--- src/rtl/elastic_buffer_sync_if.sv ---
// Symbol/handshake bundle for elastic_buffer_sync; the buffer binds to the slave modport.
interface elastic_buffer_sync_if #(
  parameter int unsigned DATA_WIDTH   = 10,
  parameter int unsigned BUFFER_DEPTH = 16
);
  localparam int unsigned LW = $clog2(BUFFER_DEPTH) + 1;

  logic [DATA_WIDTH-1:0] data_in;
  logic                  wr_en;
  logic                  rd_en;
  logic                  clr_err;
  logic [DATA_WIDTH-1:0] data_out;
  logic                  data_valid;
  logic                  full;
  logic                  empty;
  logic [LW-1:0]         level;
  logic                  overflow;
  logic                  underflow;
  logic                  skp_added;
  logic                  skp_dropped;

  modport master (
    output data_in, wr_en, rd_en, clr_err,
    input  data_out, data_valid, full, empty, level,
           overflow, underflow, skp_added, skp_dropped
  );

  modport slave (
    input  data_in, wr_en, rd_en, clr_err,
    output data_out, data_valid, full, empty, level,
           overflow, underflow, skp_added, skp_dropped
  );
endinterface

--- src/rtl/elastic_buffer_sync.sv ---
// Single-clock elastic buffer with sticky over/underflow flags.
// Define ELASTIC_SKP_COMP_EN to compile in SKP drop/insert clock compensation.
module elastic_buffer_sync #(
  parameter int unsigned          DATA_WIDTH   = 10,
  parameter int unsigned          BUFFER_DEPTH = 16,
  parameter logic [DATA_WIDTH-1:0] SKP_SYMBOL  = 10'h21C,
  parameter int unsigned          LOW_WM       = 4,
  parameter int unsigned          HIGH_WM      = 12
) (
  input logic                  clk,
  input logic                  rst_n,
  elastic_buffer_sync_if.slave bus
);
  localparam int unsigned AW = $clog2(BUFFER_DEPTH);
  localparam int unsigned LW = AW + 1;
  localparam logic [LW-1:0] DEPTH_L = LW'(BUFFER_DEPTH);
  localparam logic [LW-1:0] LOW_L   = LW'(LOW_WM);
  localparam logic [LW-1:0] HIGH_L  = LW'(HIGH_WM);

`ifdef ELASTIC_SKP_COMP_EN
  localparam bit SKP_COMP = 1'b1;
`else
  localparam bit SKP_COMP = 1'b0;
`endif

  logic [DATA_WIDTH-1:0] mem [BUFFER_DEPTH];
  logic [AW-1:0]         wr_ptr, rd_ptr;
  logic [LW-1:0]         level_q;
  logic [DATA_WIDTH-1:0] data_out_q;
  logic                  data_valid_q, overflow_q, underflow_q;
  logic                  skp_added_q, skp_dropped_q;

  logic full_w, empty_w, drop, ins, wr_ok, rd_ok;

  always_comb begin
    full_w  = (level_q == DEPTH_L);
    empty_w = (level_q == '0);
    drop    = SKP_COMP && bus.wr_en && (bus.data_in == SKP_SYMBOL) &&
              (level_q > HIGH_L) && !full_w;
    // Insert replays the head SKP without consuming it, so the reader gains a symbol.
    ins     = SKP_COMP && bus.rd_en && (level_q < LOW_L) && !empty_w &&
              (mem[rd_ptr] == SKP_SYMBOL);
    wr_ok   = bus.wr_en && !full_w && !drop;
    rd_ok   = bus.rd_en && !empty_w && !ins;
  end

  // Storage is intentionally unreset; occupancy tracking guards against stale reads.
  always_ff @(posedge clk) begin
    if (wr_ok) mem[wr_ptr] <= bus.data_in;
  end

  always_ff @(posedge clk or negedge rst_n) begin
    if (!rst_n) begin
      wr_ptr        <= '0;
      rd_ptr        <= '0;
      level_q       <= '0;
      data_out_q    <= '0;
      data_valid_q  <= 1'b0;
      overflow_q    <= 1'b0;
      underflow_q   <= 1'b0;
      skp_added_q   <= 1'b0;
      skp_dropped_q <= 1'b0;
    end else begin
      data_valid_q  <= 1'b0;
      skp_added_q   <= ins;
      skp_dropped_q <= drop;

      if (wr_ok) wr_ptr <= wr_ptr + 1'b1;

      if (rd_ok) begin
        rd_ptr       <= rd_ptr + 1'b1;
        data_out_q   <= mem[rd_ptr];
        data_valid_q <= 1'b1;
      end else if (ins) begin
        data_out_q   <= SKP_SYMBOL;
        data_valid_q <= 1'b1;
      end

      if (wr_ok && !rd_ok)      level_q <= level_q + 1'b1;
      else if (!wr_ok && rd_ok) level_q <= level_q - 1'b1;

      if (bus.wr_en && full_w)  overflow_q <= 1'b1;
      else if (bus.clr_err)     overflow_q <= 1'b0;

      if (bus.rd_en && empty_w) underflow_q <= 1'b1;
      else if (bus.clr_err)     underflow_q <= 1'b0;
    end
  end

  assign bus.data_out    = data_out_q;
  assign bus.data_valid  = data_valid_q;
  assign bus.full        = full_w;
  assign bus.empty       = empty_w;
  assign bus.level       = level_q;
  assign bus.overflow    = overflow_q;
  assign bus.underflow   = underflow_q;
  assign bus.skp_added   = skp_added_q;
  assign bus.skp_dropped = skp_dropped_q;
endmodule

--- src/flat_wrapper.sv ---
// flat-port wrapper written by rule: the top's interface ports become plain ports
module elastic_buffer_sync_flat 
#(
  parameter int unsigned          DATA_WIDTH   = 10,
  parameter int unsigned          BUFFER_DEPTH = 16,
  parameter logic [DATA_WIDTH-1:0] SKP_SYMBOL  = 10'h21C,
  parameter int unsigned          LOW_WM       = 4,
  parameter int unsigned          HIGH_WM      = 12
)
  (clk, rst_n, bus_data_in, bus_wr_en, bus_rd_en, bus_clr_err, bus_data_out, bus_data_valid, bus_full, bus_empty, bus_level, bus_overflow, bus_underflow, bus_skp_added, bus_skp_dropped);
  elastic_buffer_sync_if #(.DATA_WIDTH(DATA_WIDTH), .BUFFER_DEPTH(BUFFER_DEPTH)) bus_i ();
  input logic clk;
  input logic rst_n;
  input wire logic [$bits(bus_i.data_in)-1:0] bus_data_in;
  input wire logic [$bits(bus_i.wr_en)-1:0] bus_wr_en;
  input wire logic [$bits(bus_i.rd_en)-1:0] bus_rd_en;
  input wire logic [$bits(bus_i.clr_err)-1:0] bus_clr_err;
  output wire logic [$bits(bus_i.data_out)-1:0] bus_data_out;
  output wire logic [$bits(bus_i.data_valid)-1:0] bus_data_valid;
  output wire logic [$bits(bus_i.full)-1:0] bus_full;
  output wire logic [$bits(bus_i.empty)-1:0] bus_empty;
  output wire logic [$bits(bus_i.level)-1:0] bus_level;
  output wire logic [$bits(bus_i.overflow)-1:0] bus_overflow;
  output wire logic [$bits(bus_i.underflow)-1:0] bus_underflow;
  output wire logic [$bits(bus_i.skp_added)-1:0] bus_skp_added;
  output wire logic [$bits(bus_i.skp_dropped)-1:0] bus_skp_dropped;
  assign bus_i.data_in = bus_data_in;
  assign bus_i.wr_en = bus_wr_en;
  assign bus_i.rd_en = bus_rd_en;
  assign bus_i.clr_err = bus_clr_err;
  assign bus_data_out = bus_i.data_out;
  assign bus_data_valid = bus_i.data_valid;
  assign bus_full = bus_i.full;
  assign bus_empty = bus_i.empty;
  assign bus_level = bus_i.level;
  assign bus_overflow = bus_i.overflow;
  assign bus_underflow = bus_i.underflow;
  assign bus_skp_added = bus_i.skp_added;
  assign bus_skp_dropped = bus_i.skp_dropped;
  elastic_buffer_sync #(.DATA_WIDTH(DATA_WIDTH), .BUFFER_DEPTH(BUFFER_DEPTH), .SKP_SYMBOL(SKP_SYMBOL), .LOW_WM(LOW_WM), .HIGH_WM(HIGH_WM)) u_core (.clk(clk), .rst_n(rst_n), .bus(bus_i));
endmodule
--- config.mk ---
export PLATFORM = sky130hd
export DESIGN_NAME = elastic_buffer_sync_flat
export DESIGN_NICKNAME = d
export VERILOG_FILES = /design/src/rtl/elastic_buffer_sync_if.sv /design/src/rtl/elastic_buffer_sync.sv /design/src/flat_wrapper.sv
export SDC_FILE = /design/constraint.sdc
export NUM_CORES = 1
export LEC_CHECK = 0
export ABC_AREA = 1
export CAP_MARGIN = 20
export CORE_MARGIN = 4
export CORE_UTILIZATION = 60
export CTS_CLUSTER_SIZE = 12
export DETAILED_ROUTE_END_ITERATION = 16
export GPL_TIMING_DRIVEN = 0
export PLACE_DENSITY = 0.87
export SLEW_MARGIN = 20
export SYNTH_ARGS = -nofsm -noshare
export SYNTH_HDL_FRONTEND = slang
export SYNTH_SLANG_ARGS = --single-unit
--- constraint.sdc ---
create_clock -name clk -period 3.2 [get_ports clk]
set_input_delay 0.48 -clock clk [delete_from_list [all_inputs] [get_ports clk]]
set_output_delay 0.48 -clock clk [all_outputs]
set_load 0.03 [all_outputs]
# After elaboration in Yosys (flattened, before gate mapping)
# Memory sizes are Yosys's and may differ from the RTL's. A register that Yosys moved wholly into a read port is not among the register bits.
# Cells that the tools add are included.
# classes
muxes	8
addsub	4
eq_ne	1
reduce_logical	15
# op_table
operator	n
two-way mux 5 bit	2
adder 4 x 1 -> 4 bit, second input constant	2
logical AND 1 bit	6
two-way mux 1 bit	6
nonzero test 2 bit	3
adder 5 x 1 -> 5 bit, second input constant	1
== test 5 bit, second input constant	1
logical NOT 1 bit	5
logical NOT 5 bit	1
subtractor 5 x 1 -> 5 bit, second input constant	1
# word_totals
out_inout_bits	22
ff_bits	16
word_cells	35
n_memories	1
ram_bits	160
input_bits	15
# mem_list
memory	words	word_bits	rd	rd_ports_with_merged_regs	write_ports	line	source
u_core.mem	16	10	1	1	1	elastic_buffer_sync.sv:26	logic [DATA_WIDTH-1:0] mem [BUFFER_DEPTH];

# Logic depth before layout (Yosys ltp)
# depth
ltp_word	7
depth_mapped	15
ltp_nobuf	15

# Worst setup path after synthesis
# No wires, ideal clock.
# synth_path
path_kind	register to register
startpoint	register u_core.level_q[0] (netlist: u_core.bus.level[0])
endpoint	register u_core.level_q[4] (netlist: u_core.bus.level[4])
required_ns	3.134
path_stages_with_launch	16
arrival_time_ns	2.486
synth_period_minus_slack_ns	2.552
setup_slack_ns	0.648
setup_time_ns	0.066
n_path_buf	1
path_cell_list	dfrtp_1 -> nor2_1 -> nand2_2 -> nor2_4 -> inv_2 -> nand2_4 -> buf_4 -> ha_1 -> inv_1 -> fa_1 -> a21oi_1 -> nor2_1 -> nor2_1 -> xor2_1 -> nand2_1 -> nand2_1
# synth_via
elab_chain_len	6
word_cells_on_any_way	15
classes_between	add/sub (2); eq/ne (1); mux (2); reduce/logical (10)
# synth_lines
element	line	source
start: declaration	elastic_buffer_sync.sv:28	logic [LW-1:0] level_q;
start signal: assignment	elastic_buffer_sync.sv:79	if (wr_ok && !rd_ok) level_q <= level_q + 1'b1;
start signal: assignment	elastic_buffer_sync.sv:80	else if (!wr_ok && rd_ok) level_q <= level_q - 1'b1;
logical NOT 5 bit (*)	elastic_buffer_sync.sv:37	empty_w = (level_q == '0);
via bus_empty	flat_wrapper.sv:21	output wire logic [$bits(bus_i.empty)-1:0] bus_empty;
logical NOT 1 bit (*)	elastic_buffer_sync.sv:44	rd_ok = bus.rd_en && !empty_w && !ins;
logical AND 1 bit (*)	elastic_buffer_sync.sv:44	
logical NOT 1 bit	elastic_buffer_sync.sv:79	
logical AND 1 bit	elastic_buffer_sync.sv:79	
two-way mux 5 bit / nonzero test 2 bit (equally long branches)	n/a	
# The timed path passes the listed nets; every way through them passes the cells marked *. The select of a mux whose other input is x is not followed.
# A chain may end at the register's enable or synchronous reset.

# Worst setup path in the final report
# layout_path
startpoint	register u_core.level_q[0] (netlist: u_core.bus.level[0])
endpoint	register u_core.level_q[4] (netlist: u_core.bus.level[4])
# layout_via
elab_chain_len	6
word_cells_on_any_way	15
classes_between	add/sub (2); eq/ne (1); mux (2); reduce/logical (10)
# layout_lines
element
branches (longest 6 deep; another with subtractor 5 x 1 -> 5 bit)
# Parallel ways; which one is timed is not known. The select of a mux whose other input is x is not followed.

==> impl_metrics.yaml <==
logic_synthesis:
  synth_cell_types: 28
  dominantRegCellSynth: "sky130_fd_sc_hd__edfxtp_1"
  synth_mux_area_share_pct: 0
  synth.cell_area_um2: 8279
  synthTopCellsByArea: "sky130_fd_sc_hd__edfxtp_1, sky130_fd_sc_hd__nand2_1, sky130_fd_sc_hd__dfrtp_1"
  synthCells: 808
  postSynthAreaPerCell_um2: 10.25
  synth_compound_area_share_pct: 0.7707
  synth-edff-count: 160
  synth_simple_gate_area_share_pct: 21.14
  synth_top_area_share_pct: 58.03
  adder_cell_area_share_of_the_yosys_netlist_pct: 1.602
  synth_register_bits: 186
  synth-xor-area-share_pct: 1.043
  synth-async-reset-ratio_pct: 13.98
  synth.yosys.warnings: 0
  synth_common_cells: "sky130_fd_sc_hd__nand2_1, sky130_fd_sc_hd__edfxtp_1, sky130_fd_sc_hd__inv_1"
  synth_top_family_by_area: "simple AND/OR/NAND/NOR gates"
  yosysSeqAreaShare_pct: 65.89
  synth.most_common_cell: "sky130_fd_sc_hd__nand2_1"
  library_cell_occupying_the_most_area_in_the_post_synthesis_netlist: "sky130_fd_sc_hd__edfxtp_1"
die:
  die_w_um: 125.5
  die_area_um2: 15740
  number_of_primary_i_o_pins: 37
  placementRows: 42
  chipHeight_um: 125.5
  placeableCoreArea_um2: 13400
  start_util_pct: 61.78
timing:
  final.min_clock_period_ns: 2.637
  fmax_mhz: 379.2
  setup_violations: 0
  fin_setup_tns_ns: 0
  worst_pin_slew_ns: 1.034
  clock_skew_ns: 0.008815
  worst_hold_slack_ns: 0.05943
  max-slew-margin-rel_pct: 30.79
  grt_setup_unrepaired: "false"
  slew_violations: 0
  hold_viol_final: 0
  period_share_pct: 82.41
grt:
  grt_max_degree: 27
  grt_use_total_pct: 25.55
  grt_first_pass_wirelength_um: 30530
  gr-total-overflow: 0
  number_of_global_route_vias_before_repair: 5855
  grt_antenna_before_repair: 0
layout:
  antenna_cells: 0
  drive_above_1_share_pct: 9.864
  final_cells: 1058
  areaGrowthSynthToFinish_pct: 14.69
  finalNetCount: 894
clocking:
  postCtsHoldBufs: 0
  insertion_delay_ns: 0.43
  tritoncts.num_buffers: 17
  cts_max_path_buffers: 2
  cts_resized: 0
  ctsRootBufferMaster: "sky130_fd_sc_hd__clkbuf_16"
  tritoncts: "done"
  tritoncts_num_sinks: 186
  htree_depth: 4
  clkTransAtPathRegs_ns: 0.06
  postCtsSetupRepairBufs: 0
critical_path:
  critPathArrivalTime_ns: 3.01
  worst_setup_path_end_kind: "flip-flop"
  worst-path-max-fanout: 10
  timing.setup.critical_path_class: "flip-flop to flip-flop"
  worst_ep_required_time_ns: 3.57
  timing.critical_path.from_type: "flip-flop"
routing:
  route.final.wire_length_um: 19310
  postRouteAntennaNets: 0
  drc: 0
  detail_route.wl_per_cell_um: 18.25
  via_per_inst: 5.502
  first_iter_violations: 799
  detail_route.first_pass.iterations: 6
  detailed_route_via_count: 5821
placement:
  place_inst: 1025
  gpl.final_weighted_congestion: 0.9029
  post_dp_hpwl_um: 12450
  io_buffers: 34
power:
  power.leakage_nw: 4.144
  vdd_ir_drop_max_mv: 0.6067
  power.density_cell_area_nw_per_um2: 891.3
status:
  status: "completed"
run:
  maxCapViolations: 0
min_path:
  timing.hold.worst.class: "input port to asynchronous set/reset pin"
==> cell type report <==
cell class	count	area, µm²
buffer	37	246.5
clock buffer	21	440.4
clock inverter	11	103.9
fill	884	3905
inverter	142	540.5
multi-input combinational	444	2101
sequential	186	5455
tap	176	220.2
timing repair buffer	41	387.9
==> layout by cell type, fill, tap and decap left out, types with 12 or more instances in the layout <==
| cell | count |
|---|---|
| sky130_fd_sc_hd__edfxtp_1 | 160 |
| sky130_fd_sc_hd__nand3_1 | 122 |
| sky130_fd_sc_hd__nand2_1 | 261 |
| sky130_fd_sc_hd__buf_4 | 12 |
| sky130_fd_sc_hd__buf_2 | 18 |
| sky130_fd_sc_hd__nor3_2 | 12 |
| sky130_fd_sc_hd__inv_1 | 136 |
| sky130_fd_sc_hd__clkdlybuf4s50_1 | 33 |
| sky130_fd_sc_hd__clkbuf_16 | 17 |
| sky130_fd_sc_hd__dfrtp_1 | 26 |
==> path summary, 6_finish.rpt <==
path | start | endpoint | slack (ns) | cells after the start
setup / recovery | u_core.bus.level[0] | u_core.bus.level[4] | 0.56 | 15
hold / removal | rst_n | u_core.bus.data_out[7] | 0.06 | 1
setup reg to reg | u_core.bus.level[0] | u_core.bus.level[4] | 0.56 | 15
hold reg to reg | u_core.bus.data_out[5] | u_core.bus.data_out[5] | 0.48 | 2
max in group asynchronous | rst_n | u_core.wr_ptr[1] | 2.73 | 1
min in group clk | u_core.bus.data_out[5] | u_core.bus.data_out[5] | 0.48 | 2
==> registers in the layout, summed over array words and instances, names as in the netlist <==
signal                 flops
u_core.mem               160
u_core.bus.underflow       1
u_core.bus.overflow        1
u_core.bus.data_valid      1
u_core.bus.data_out       10
u_core.rd_ptr              4
u_core.wr_ptr              4
u_core.bus.level           5
==> metal layers <==
layer	global-route usage, %	wire length, µm
met1	34.34	7405
met2	39.62	9417
met3	6.525	1893
met4	11.61	596
met5	0	0
==> critical path, cell delays in order (launching register included) <==
cell and delay, ns:
sky130_fd_sc_hd__dfrtp_1 0.48, sky130_fd_sc_hd__nor2_1 0.17, sky130_fd_sc_hd__nand2_2 0.10, sky130_fd_sc_hd__nor2_4 0.12, sky130_fd_sc_hd__inv_2 0.05, sky130_fd_sc_hd__nand2_4 0.07
sky130_fd_sc_hd__buf_4 0.18, sky130_fd_sc_hd__ha_1 0.20, sky130_fd_sc_hd__inv_1 0.12, sky130_fd_sc_hd__fa_1 0.43, sky130_fd_sc_hd__a21oi_1 0.18, sky130_fd_sc_hd__nor2_1 0.06
sky130_fd_sc_hd__nor2_1 0.13, sky130_fd_sc_hd__xor2_1 0.17, sky130_fd_sc_hd__nand2_1 0.07, sky130_fd_sc_hd__nand2_1 0.05
==> metrics by stage <==
step	total power [mW]	area, µm²	setup slack (ns)	util (%)
finish	8.463	9495	0.5629	70.86
global placement	6.271	8843	0.1590	65.99
CTS	8.427	9488	0.5688	70.80
detailed placement	6.440	8944	0.5112	66.74
global route	8.937	9495	0.4062	70.86
floorplan	5.348	8283	0.6475	-
==> power breakdown <==
part | internal (mW) | total [mW] | switching (mW) | leakage (nW)
logic | 1.10 | 3.33 | 2.23 | 2.12
clock network | 1.13 | 1.96 | 0.825 | 0.258
registers | 2.99 | 3.18 | 0.187 | 1.76
total | 5.22 | 8.46 | 3.25 | 4.14
==> logic make-up after synthesis <==
kind of cell | after synthesis
XOR/XNOR | 9
adder cells (fa/ha/maj) | 10
AND/OR/NAND/NOR | 411
buffers and inverters | 179
flip-flops | 186
other | 1
AO/OA/AOI/OAI | 12
No activity file was read; power rests on OpenSTA's default activity.
